===== src/rtl/traffic_sequencer.sv =====
// Two-road traffic-light sequencer timed by rising edges of the divider's clk_div.
// Phases: MAIN_G, MAIN_Y, RED1, SIDE_G, SIDE_Y, RED2, with a pedestrian walk request.
module traffic_sequencer #(
  parameter int GREEN_MAIN = 8,
  parameter int GREEN_SIDE = 5,
  parameter int YELLOW_T   = 2,
  parameter int ALL_RED_T  = 1,
  parameter int CNT_W      = 4
) (
  input  logic             clk,
  input  logic             rst,
  input  logic             clk_div,
  input  logic             side_car,
  input  logic             ped_req,
  output logic [2:0]       main_light,
  output logic [2:0]       side_light,
  output logic             walk,
  output logic [2:0]       phase,
  output logic [CNT_W-1:0] timer
);

  typedef enum logic [2:0] {
    MAIN_G = 3'd0,
    MAIN_Y = 3'd1,
    RED1   = 3'd2,
    SIDE_G = 3'd3,
    SIDE_Y = 3'd4,
    RED2   = 3'd5
  } state_e;

  localparam logic [CNT_W-1:0] LEN_MG = CNT_W'(GREEN_MAIN - 1);
  localparam logic [CNT_W-1:0] LEN_SG = CNT_W'(GREEN_SIDE - 1);
  localparam logic [CNT_W-1:0] LEN_Y  = CNT_W'(YELLOW_T - 1);
  localparam logic [CNT_W-1:0] LEN_AR = CNT_W'(ALL_RED_T - 1);

  localparam logic [2:0] LIGHT_G = 3'b001;
  localparam logic [2:0] LIGHT_Y = 3'b010;
  localparam logic [2:0] LIGHT_R = 3'b100;

  state_e           state_q, state_d;
  logic [CNT_W-1:0] timer_q, timer_d;
  logic             clk_div_q, clk_div_d;
  logic             ped_pend_q, ped_pend_d;
  logic             walk_q, walk_d;
  logic [2:0]       main_light_q, main_light_d;
  logic [2:0]       side_light_q, side_light_d;
  logic             tick;
  logic             expired;

  always_comb begin
    // NOTE: every signal written here gets a default first so no path leaves it unassigned (no latch).
    clk_div_d  = clk_div;
    tick       = clk_div & ~clk_div_q;
    expired    = tick && (timer_q == '0);
    state_d    = state_q;
    timer_d    = timer_q;
    walk_d     = walk_q;
    ped_pend_d = ped_pend_q;

    // A request while the walk lamp is already lit is served by the current walk.
    if (ped_req && !(state_q == SIDE_G && walk_q)) ped_pend_d = 1'b1;
    if (tick && timer_q != '0) timer_d = timer_q - 1'b1;

    case (state_q)
      MAIN_G: if (expired && (side_car || ped_pend_q)) begin
        state_d = MAIN_Y;
        timer_d = LEN_Y;
      end
      MAIN_Y: if (expired) begin
        state_d = RED1;
        timer_d = LEN_AR;
      end
      RED1: if (expired) begin
        state_d    = SIDE_G;
        timer_d    = LEN_SG;
        walk_d     = ped_pend_q;
        ped_pend_d = ped_req && !ped_pend_q;
      end
      SIDE_G: if (expired) begin
        state_d = SIDE_Y;
        timer_d = LEN_Y;
        walk_d  = 1'b0;
      end
      SIDE_Y: if (expired) begin
        state_d = RED2;
        timer_d = LEN_AR;
      end
      RED2: if (expired) begin
        state_d = MAIN_G;
        timer_d = LEN_MG;
      end
      default: begin
        // Unreachable codes fall back to the reset phase on the next edge.
        state_d    = MAIN_G;
        timer_d    = LEN_MG;
        walk_d     = 1'b0;
        ped_pend_d = 1'b0;
      end
    endcase

    main_light_d = LIGHT_R;
    side_light_d = LIGHT_R;
    case (state_d)
      MAIN_G:  main_light_d = LIGHT_G;
      MAIN_Y:  main_light_d = LIGHT_Y;
      SIDE_G:  side_light_d = LIGHT_G;
      SIDE_Y:  side_light_d = LIGHT_Y;
      default: ;
    endcase
  end

  // NOTE: sequential state uses non-blocking assignments so all flops sample the same pre-edge values.
  always_ff @(posedge clk) begin
    if (rst) begin
      state_q      <= MAIN_G;
      timer_q      <= LEN_MG;
      clk_div_q    <= 1'b0;
      ped_pend_q   <= 1'b0;
      walk_q       <= 1'b0;
      main_light_q <= LIGHT_G;
      side_light_q <= LIGHT_R;
    end else begin
      state_q      <= state_d;
      timer_q      <= timer_d;
      clk_div_q    <= clk_div_d;
      ped_pend_q   <= ped_pend_d;
      walk_q       <= walk_d;
      main_light_q <= main_light_d;
      side_light_q <= side_light_d;
    end
  end

  assign main_light = main_light_q;
  assign side_light = side_light_q;
  assign walk       = walk_q;
  assign phase      = state_q;
  assign timer      = timer_q;

endmodule


===== config.mk =====
export PLATFORM = sky130hd
export DESIGN_NAME = traffic_sequencer
export DESIGN_NICKNAME = d
export VERILOG_FILES = /design/src/rtl/traffic_sequencer.sv
export SDC_FILE = /design/constraint.sdc
export NUM_CORES = 1
export LEC_CHECK = 0
export BUFFER_PORTS_ARGS = -buffer_cell sky130_fd_sc_hd__buf_4
export CORE_UTILIZATION = 50
export CTS_BUF_LIST = sky130_fd_sc_hd__clkbuf_16
export DETAILED_ROUTE_END_ITERATION = 10
export PLACE_DENSITY_LB_ADDON = 0.08
export SYNTH_ARGS = -nofsm -noshare
export SYNTH_HDL_FRONTEND = slang
export SYNTH_SLANG_ARGS = --single-unit
export TNS_END_PERCENT = 10

===== constraint.sdc =====
create_clock -name clk -period 2.02 [get_ports clk]
set_clock_uncertainty 0.2 [all_clocks]
set_input_delay 0.101 -clock clk [delete_from_list [all_inputs] [get_ports clk]]
set_output_delay 0.101 -clock clk [all_outputs]
set_load 0.02 [all_outputs]

==> results.ini, run 1 <==
[die]
die_area_um2 = 1830
rows = 14
die_h_um = 42.8
core_um2 = 1520
dieWidth_um = 42.8
pin_count = 19
start_util_pct = 54.7

[detailed_routing]
via_count = 831
routed_wirelength_um = 2030
drc = 0
wl_per_cell_um = 15.2
drtPass1Iterations = 4
viasPerCell = 6.20
postRouteAntennaNets = 0
drt_iter0_drc = 43

[job]
cap_violations = 0

[global_route]
antenna_found_initial = 0
grt_pass1_vias = 737
grt_usage_pct = 23.9
grt_overflow_total = 0
grt_pass1_wl_um = 3260
grt_max_degree = 10

[logic_synthesis]
netlist_instances = 94
ys_types = 37
synth_edf_count = 0
syn-num-nets = 100
synth_flop_cell = dfxtp_1
syn_area_per_cell_um2 = 8.86
syn_area_um2 = 833
synth-seq-area-share_pct = 38.4
ys_ff_latch = 16
async_flop_share_pct = 0
yosysWarnings = 0

[final_layout]
num-fill-cells = 122
fin_util_pct = 70.5
final_nets = 125
antenna_cells = 0
multi_input_area_um2 = 438
final_layout_size_suffix_gt1_share_pct = 26.3
register_area_um2 = 320
synthToLayoutAreaGrowth_pct = 29.0

[pwr]
p_seq_share_pct = 43.0
ir_worst_vdd_uv = 583
pwr-share-clk_pct = 50.1
leakagePower_uw = 0.000462
power_density_nw_per_um2 = 712
p_int_uw = 612
p_sw_share_pct = 20.1
p_comb_share_pct = 6.9
power_switching_uw = 154

[sta]
finalSetupTns_ps = 0
tightest_slew_ps = 465
maxSlewHeadroom_pct = 68.6
fmax_ghz = 0.546
fin_crit_ps = 1830
rsz0062_at_grt = no
setup_violations = 0
hold_viol_final = 0
maxSlewViolCount = 0
finalCritPeriodShare_pct = 90.7

[clock_tree]
cts_max_level = 1
cts_tree = yes
cts-resized-gates = 0
clkTransAtPathRegs_ps = 50
cts.path.max_buffers = 2
clock_latency_ps = 250
clock_sinks = 16
postCtsSetupRepairBufs = 0
cts_made_buffers = 3
cts-root-buf = clkbuf_16

[critical_path]
crit_path_end_kind = flop
cp_top_family = simple AND/OR/NAND/NOR gates
cpPeakStageDelay_ps = 410
crit_arrival_ps = 1770
cpMaxStageDelayCell = nor3_1
cp_num_buf_inv = 1
critPathKind = flop to flop
r2r_slack_ps = 190
critPathMaxFanout = 5
startpoint_type = flop
crit_required_ps = 1960
path_cells = inv_1 -> ha_1 -> nand3b_1 -> nor3_1 -> o211ai_1 -> a21o_1

[placed_design]
globalplace.congestion = 0.911
dp_hpwl_um = 1290
io_buffers = 18

[run_status]
status = finished clean

[min_path]
hold_path_class = primary input to flop

kinds of logic after synthesis:
logic type	after synthesis	share of synthesized area, %
xor gates and xnor gates	4	4.20
DFF	16	38.4
AOI/OAI and AO/OA	30	23.3
adders and majority gates	1	1.50
and+or+nand+nor	32	23.6
buffers and inverters	11	9.01
synth_stat cells, types with 2 or more instances:
cell       n  share of area, %
o211ai_1   2               1.8
o22ai_1    2               1.5
xnor2_1    3               3.2
nand2_1    2              0.90
a211oi_1   2               1.8
inv_1      6               2.7
a31oi_1    2               1.5
a21oi_1   11               6.6
nand3_1    3               1.8
dfxtp_1   16                38
nor2b_1    4               3.0
o21ai_1    2               1.2
or4_1      2               1.8
nor2_2     2               1.5
nand4_1    2               1.5
and3_1     2               1.5
or3b_1     2               2.1
nor3_2     2               2.4
buf_6      3               4.1
nor2_1     4               1.8
nor3_1     3               1.8
o21ai_0    2               1.2
layer usage:
layer / GRT usage [%] / vias up / part of all wire [%]
li1: - / 391 / -
met1: 27.0 / 387 / 43
met2: 40.6 / 48 / 47
met3: 8.51 / 5 / 8.5
met4: 9.38 / 0 / 1.5
met5: 0 / - / 0
layout make-up:
type	instances	share of cell area, %
Clock buffer	3	6.98
Tap cell	16	1.86
Inverter	6	2.10
Multi-Input combinational cell	67	40.7
Timing Repair Buffer	25	18.2
Sequential cell	16	29.8
Clock inverter	1	0.349
placed cells by master (no fill, tap or decap), drive strengths merged, types with 2 or more instances in the layout:
cell / synthesis / final
or4: 2 / 2
nor2: 6 / 6
o21ai: 4 / 4
a211oi: 2 / 2
buf: 3 / 22
nor3: 5 / 5
nand2: 2 / 2
nand3: 3 / 3
nor2b: 4 / 4
or3b: 2 / 2
a21oi: 11 / 11
o22ai: 2 / 2
xnor2: 3 / 3
a31oi: 3 / 3
o211ai: 2 / 2
nand4: 2 / 2
clkbuf: 2 / 3
inv: 6 / 6
dfxtp: 16 / 16
and3: 2 / 2
dlygate4sd3: 0 / 3
tightest hold or removal path, cell delays in order:
cell and delay [ps]:
buf_4 90, nor2_1 50, o22ai_1 120, a221oi_1 100
o21ai_1 80
stage by stage:
stage          total power, uW  std cells  hold slack [ps]  setup WS (ps)  instance area, um2
2_1_floorplan              365         94             29.2            198                 833
3_3_place_gp               382        127              146            266                 966
3_5_place_dp               383        127              146            252                 966
4_1_cts                    772        134              138            202                1070
5_1_grt                    793        134              195           70.7                1070
6_report                   765        134              138            189                1070
path summary, 6_finish.rpt:
| kind | startpoint | to | cells past startpoint |
|---|---|---|---|
| worst min register to register | walk | walk | 2 |
| worst max register to register | timer[0] | timer[1] | 6 |
| worst max-delay path | timer[0] | timer[1] | 6 |
| worst min-delay path | side_car | timer[0] | 5 |
power by group through the flow:
| stage | registers (uW) | logic [uW] | clock network, uW |
|---|---|---|---|
| global placement | 335 | 47.8 | 0 |
| finish | 329 | 52.6 | 384 |
| CTS | 329 | 52.6 | 391 |
| floorplan | 338 | 26.9 | 0 |
| global route | 329 | 58.6 | 405 |
| detailed placement | 335 | 47.8 | 0 |
timing repair:
item / 4_1_cts / 5_1_grt
hold endpoints to repair: 7 / 0
endpoints found under the setup margin: 0 / 0
hold buffers: 3 / 0
sequential cells by signal, summed over array words and instances (netlist names):
register	count
timer	4
ped_pend_q	1
main_light	3
phase	3
walk	1
clk_div_q	1
side_light	3
No activity file was read; power rests on OpenSTA's default activity.
==> inputs of run 2 (changes only) <==
--- a/config.mk
+++ b/config.mk
@@ -5,6 +5,7 @@
 export SDC_FILE = /design/constraint.sdc
 export NUM_CORES = 1
 export LEC_CHECK = 0
+export ABC_AREA = 1
 export BUFFER_PORTS_ARGS = -buffer_cell sky130_fd_sc_hd__buf_4
 export CORE_UTILIZATION = 50
 export CTS_BUF_LIST = sky130_fd_sc_hd__clkbuf_16
==> run 2 against run 1 <==
Cell count increased by 44%; global-route usage decreased by 1.5 points; flip-flop and latch count unchanged; critical path type unchanged; highest routed layer unchanged.
==> results.ini, run 2 <==
[critical_path]
reg2reg_depth = 9  ; was 6
crit_path_frequent_cell = nand2_1
r2r_slack_ps = 360  ; was 190 ps
startpoint_type = flop  ; unchanged
crit_arrival_ps = 1600  ; was 1770 ps
crit_path_end_kind = flop  ; unchanged
rr_endpoint = timer[2]  ; was timer[1]
critPathKind = flop to flop  ; unchanged
critPathMaxFanout = 5  ; unchanged
crit_required_ps = 1950  ; was 1960 ps
cpPeakStageDelay_ps = 310  ; was 410 ps
reg2reg_from = timer[1]  ; was timer[0]
path_cells = inv_1 -> ha_1 -> nand2_2 -> nor2_4 -> nor2_1 -> nor2_1 -> nand2_1 -> nand2_1 -> nand2_1  ; was inv_1 -> ha_1 -> nand3b_1 -> nor3_1 -> o211ai_1 -> a21o_1
cpMaxStageDelayCell = dfxtp_1  ; was nor3_1

[clock_tree]
clkTransAtPathRegs_ps = 50  ; about the same
cts_made_buffers = 3  ; unchanged
cts-resized-gates = 0  ; unchanged
cts_max_level = 1  ; unchanged
clock_latency_ps = 250  ; about the same
cts_tree = yes  ; unchanged
cts-root-buf = clkbuf_16  ; unchanged
cts.path.max_buffers = 2  ; unchanged
clock_sinks = 16  ; unchanged

[sta]
tightest_slew_ps = 354  ; was 465 ps
finalCritPeriodShare_pct = 82.4  ; was 90.7%
hold_viol_final = 0  ; unchanged
finalSetupTns_ps = 0  ; unchanged
fmax_ghz = 0.601  ; was 0.546 GHz
maxSlewViolCount = 0  ; unchanged
maxSlewHeadroom_pct = 76.4  ; was 68.6%
rsz0062_at_grt = no  ; unchanged
fin_crit_ps = 1660  ; was 1830 ps
holdWs_ps = 5.44  ; was 138 ps
setup_violations = 0  ; unchanged

[pwr]
leakagePower_uw = 0.000640  ; was 0.000462 uW
power_density_nw_per_um2 = 771  ; was 712 nW/um2
ir_worst_vdd_uv = 401  ; was 583 uV
finalPower_uw = 925  ; was 765 uW

[logic_synthesis]
syn_area_um2 = 935  ; was 833 um2
synth_flop_cell = dfxtp_1  ; unchanged
async_flop_share_pct = 0  ; unchanged
synth_edf_count = 0  ; unchanged
synth_common_cells = nand2_1, nor2_1, inv_1, dfxtp_1, nand3_1  ; was dfxtp_1, a21oi_1, inv_1, nor2_1, nor2b_1
synth_top_cell_by_area = dfxtp_1  ; unchanged
synth_most_common_cell = nand2_1  ; was dfxtp_1
yosysWarnings = 0  ; unchanged
ys_ff_latch = 16  ; unchanged
netlist_instances = 144  ; was 94
synth-seq-area-share_pct = 34.3  ; was 38.4%
syn_area_per_cell_um2 = 6.49  ; was 8.86 um2
syn-num-nets = 150  ; was 100
synth_top_area_share_pct = 34.3  ; was 38.4%
synth_area_leaders = dfxtp_1, nand2_1, nor2_1, inv_1, nand3_1  ; was dfxtp_1, a21oi_1, buf_6, xnor2_1, nor2b_1
ys_types = 20  ; was 37

[final_layout]
synthToLayoutAreaGrowth_pct = 28.4  ; was 29.0%
final_nets = 175  ; was 125
final_common_cell = nand2_1  ; was buf_4
antenna_cells = 0  ; unchanged
final_layout_size_suffix_gt1_share_pct = 22.0  ; was 26.3%
num-fill-cells = 154  ; was 122
largest_reg_flops = 4  ; unchanged
final_cell_mix = nand2_1, nor2_1, inv_1  ; was buf_4, dfxtp_1, a21oi_1

[placed_design]
dp_hpwl_um = 1590  ; was 1290 um
globalplace.congestion = 0.872  ; was 0.911
io_buffers = 18  ; unchanged

[min_path]
holdCritStartpoint = ped_req  ; was side_car
holdPathEnd = ped_pend_q  ; was timer[0]
holdPathStages = 5  ; unchanged
hold_path_class = primary input to flop  ; unchanged

[global_route]
grt_pass1_wl_um = 3310  ; was 3260 um
grt_usage_pct = 22.4  ; was 23.9%
grt_overflow_total = 0  ; unchanged
grt_max_degree = 10  ; unchanged
grt_pass1_vias = 784  ; was 737
antenna_found_initial = 0  ; unchanged

[detailed_routing]
viasPerCell = 5.01  ; was 6.20
drtPass1Iterations = 4  ; unchanged
drt_iter0_drc = 34  ; was 43
wl_per_cell_um = 10.9  ; was 15.2 um
routed_wirelength_um = 2110  ; was 2030 um
postRouteAntennaNets = 0  ; unchanged
drc = 0  ; unchanged
via_count = 967  ; was 831

[die]
pin_count = 19  ; unchanged
die_h_um = 45.2  ; was 42.8 um
dieWidth_um = 45.2  ; was 42.8 um
rows = 15  ; was 14
core_um2 = 1750  ; was 1520 um2
die_area_um2 = 2050  ; was 1830 um2
start_util_pct = 53.5  ; was 54.7%

[job]
cap_violations = 0  ; unchanged

[run_status]
status = finished clean  ; unchanged

==> run 2: changes by cell type in the layout (fill, tap and decap cells not counted), sizes merged, moves of 6 or more <==
cell	before	now
nor2	6	30
nand2	2	45
o21ai	4	10
inv	6	23
nand3	3	13
a21oi	11	0
==> run 2: metal layers <==
layer | part of all wire [%] | track usage [%] | vias to the layer above
met5 | 0 | 0 | -
met4 | 1.3 | 7.27 | 0
met3 | 6.5 | 3.60 | 4
met2 | 46 | 36.8 | 48
met1 | 46 | 29.8 | 424
li1 | - | - | 491
==> run 2: cell families after synthesis <==
family	Yosys count	share of synthesized area, %
AOI/OAI and AO/OA	12	6.96
adders and majority gates	1	1.34
buffers and inverters	23	9.24
DFF	16	34.3
and+or+nand+nor	92	48.2
==> run 2: power by group <==
| part | leakage (uW) | internal, uW | switching [uW] | total, uW |
|---|---|---|---|---|
| Combinational | 0.000471 | 71.1 | 111 | 182 |
| Clock | 0.0000385 | 263 | 126 | 389 |
| Sequential | 0.000131 | 335 | 18.4 | 354 |
==> run 2: worst max-delay path, delay by kind of cell (launching register included) <==
kind	cells	cell delay (ps)
fa+ha+maj	1	300
buf+inv	1	90
flops	1	310
simple gates	7	650
==> run 2: how the worst max path moves through the flow <==
stage          startpoint        to  cells after the start
5_1_grt          timer[1]  timer[2]                      7
4_1_cts          timer[0]  timer[0]                      8
3_5_place_dp     timer[0]  timer[0]                      8
3_3_place_gp     timer[0]  timer[0]                      8
6_report         timer[1]  timer[2]                      9
2_1_floorplan    timer[1]  timer[0]                      8
==> run 2: what timing repair did <==
item	in CTS	in global routing
hold buffers	2	0
endpoints found under the hold margin	7	0
setup buffers	0	0
==> run 2: final cells by class <==
| class | instances | area, um2 | area share [%] |
|---|---|---|---|
| clock buffers | 3 | 75.1 | 6.26 |
| flip-flops and latches | 16 | 320 | 26.7 |
| multi-input cells | 105 | 528 | 44.0 |
| well taps | 25 | 31.3 | 2.61 |
| inverters | 23 | 86.3 | 7.19 |
| repair buffers | 20 | 155 | 12.9 |
| clock inverters | 1 | 3.75 | 0.313 |
==> run 2: through the flow <==
step           setup slack [ps]  instances  utilization (%)  area (um2)
5_1_grt                     219        193             68.7        1200
4_1_cts                     363        193             68.7        1200
2_1_floorplan               371        144                -         935
3_3_place_gp                401        187             63.1        1100
6_report                    356        193             68.7        1200
3_5_place_dp                372        187             63.1        1100
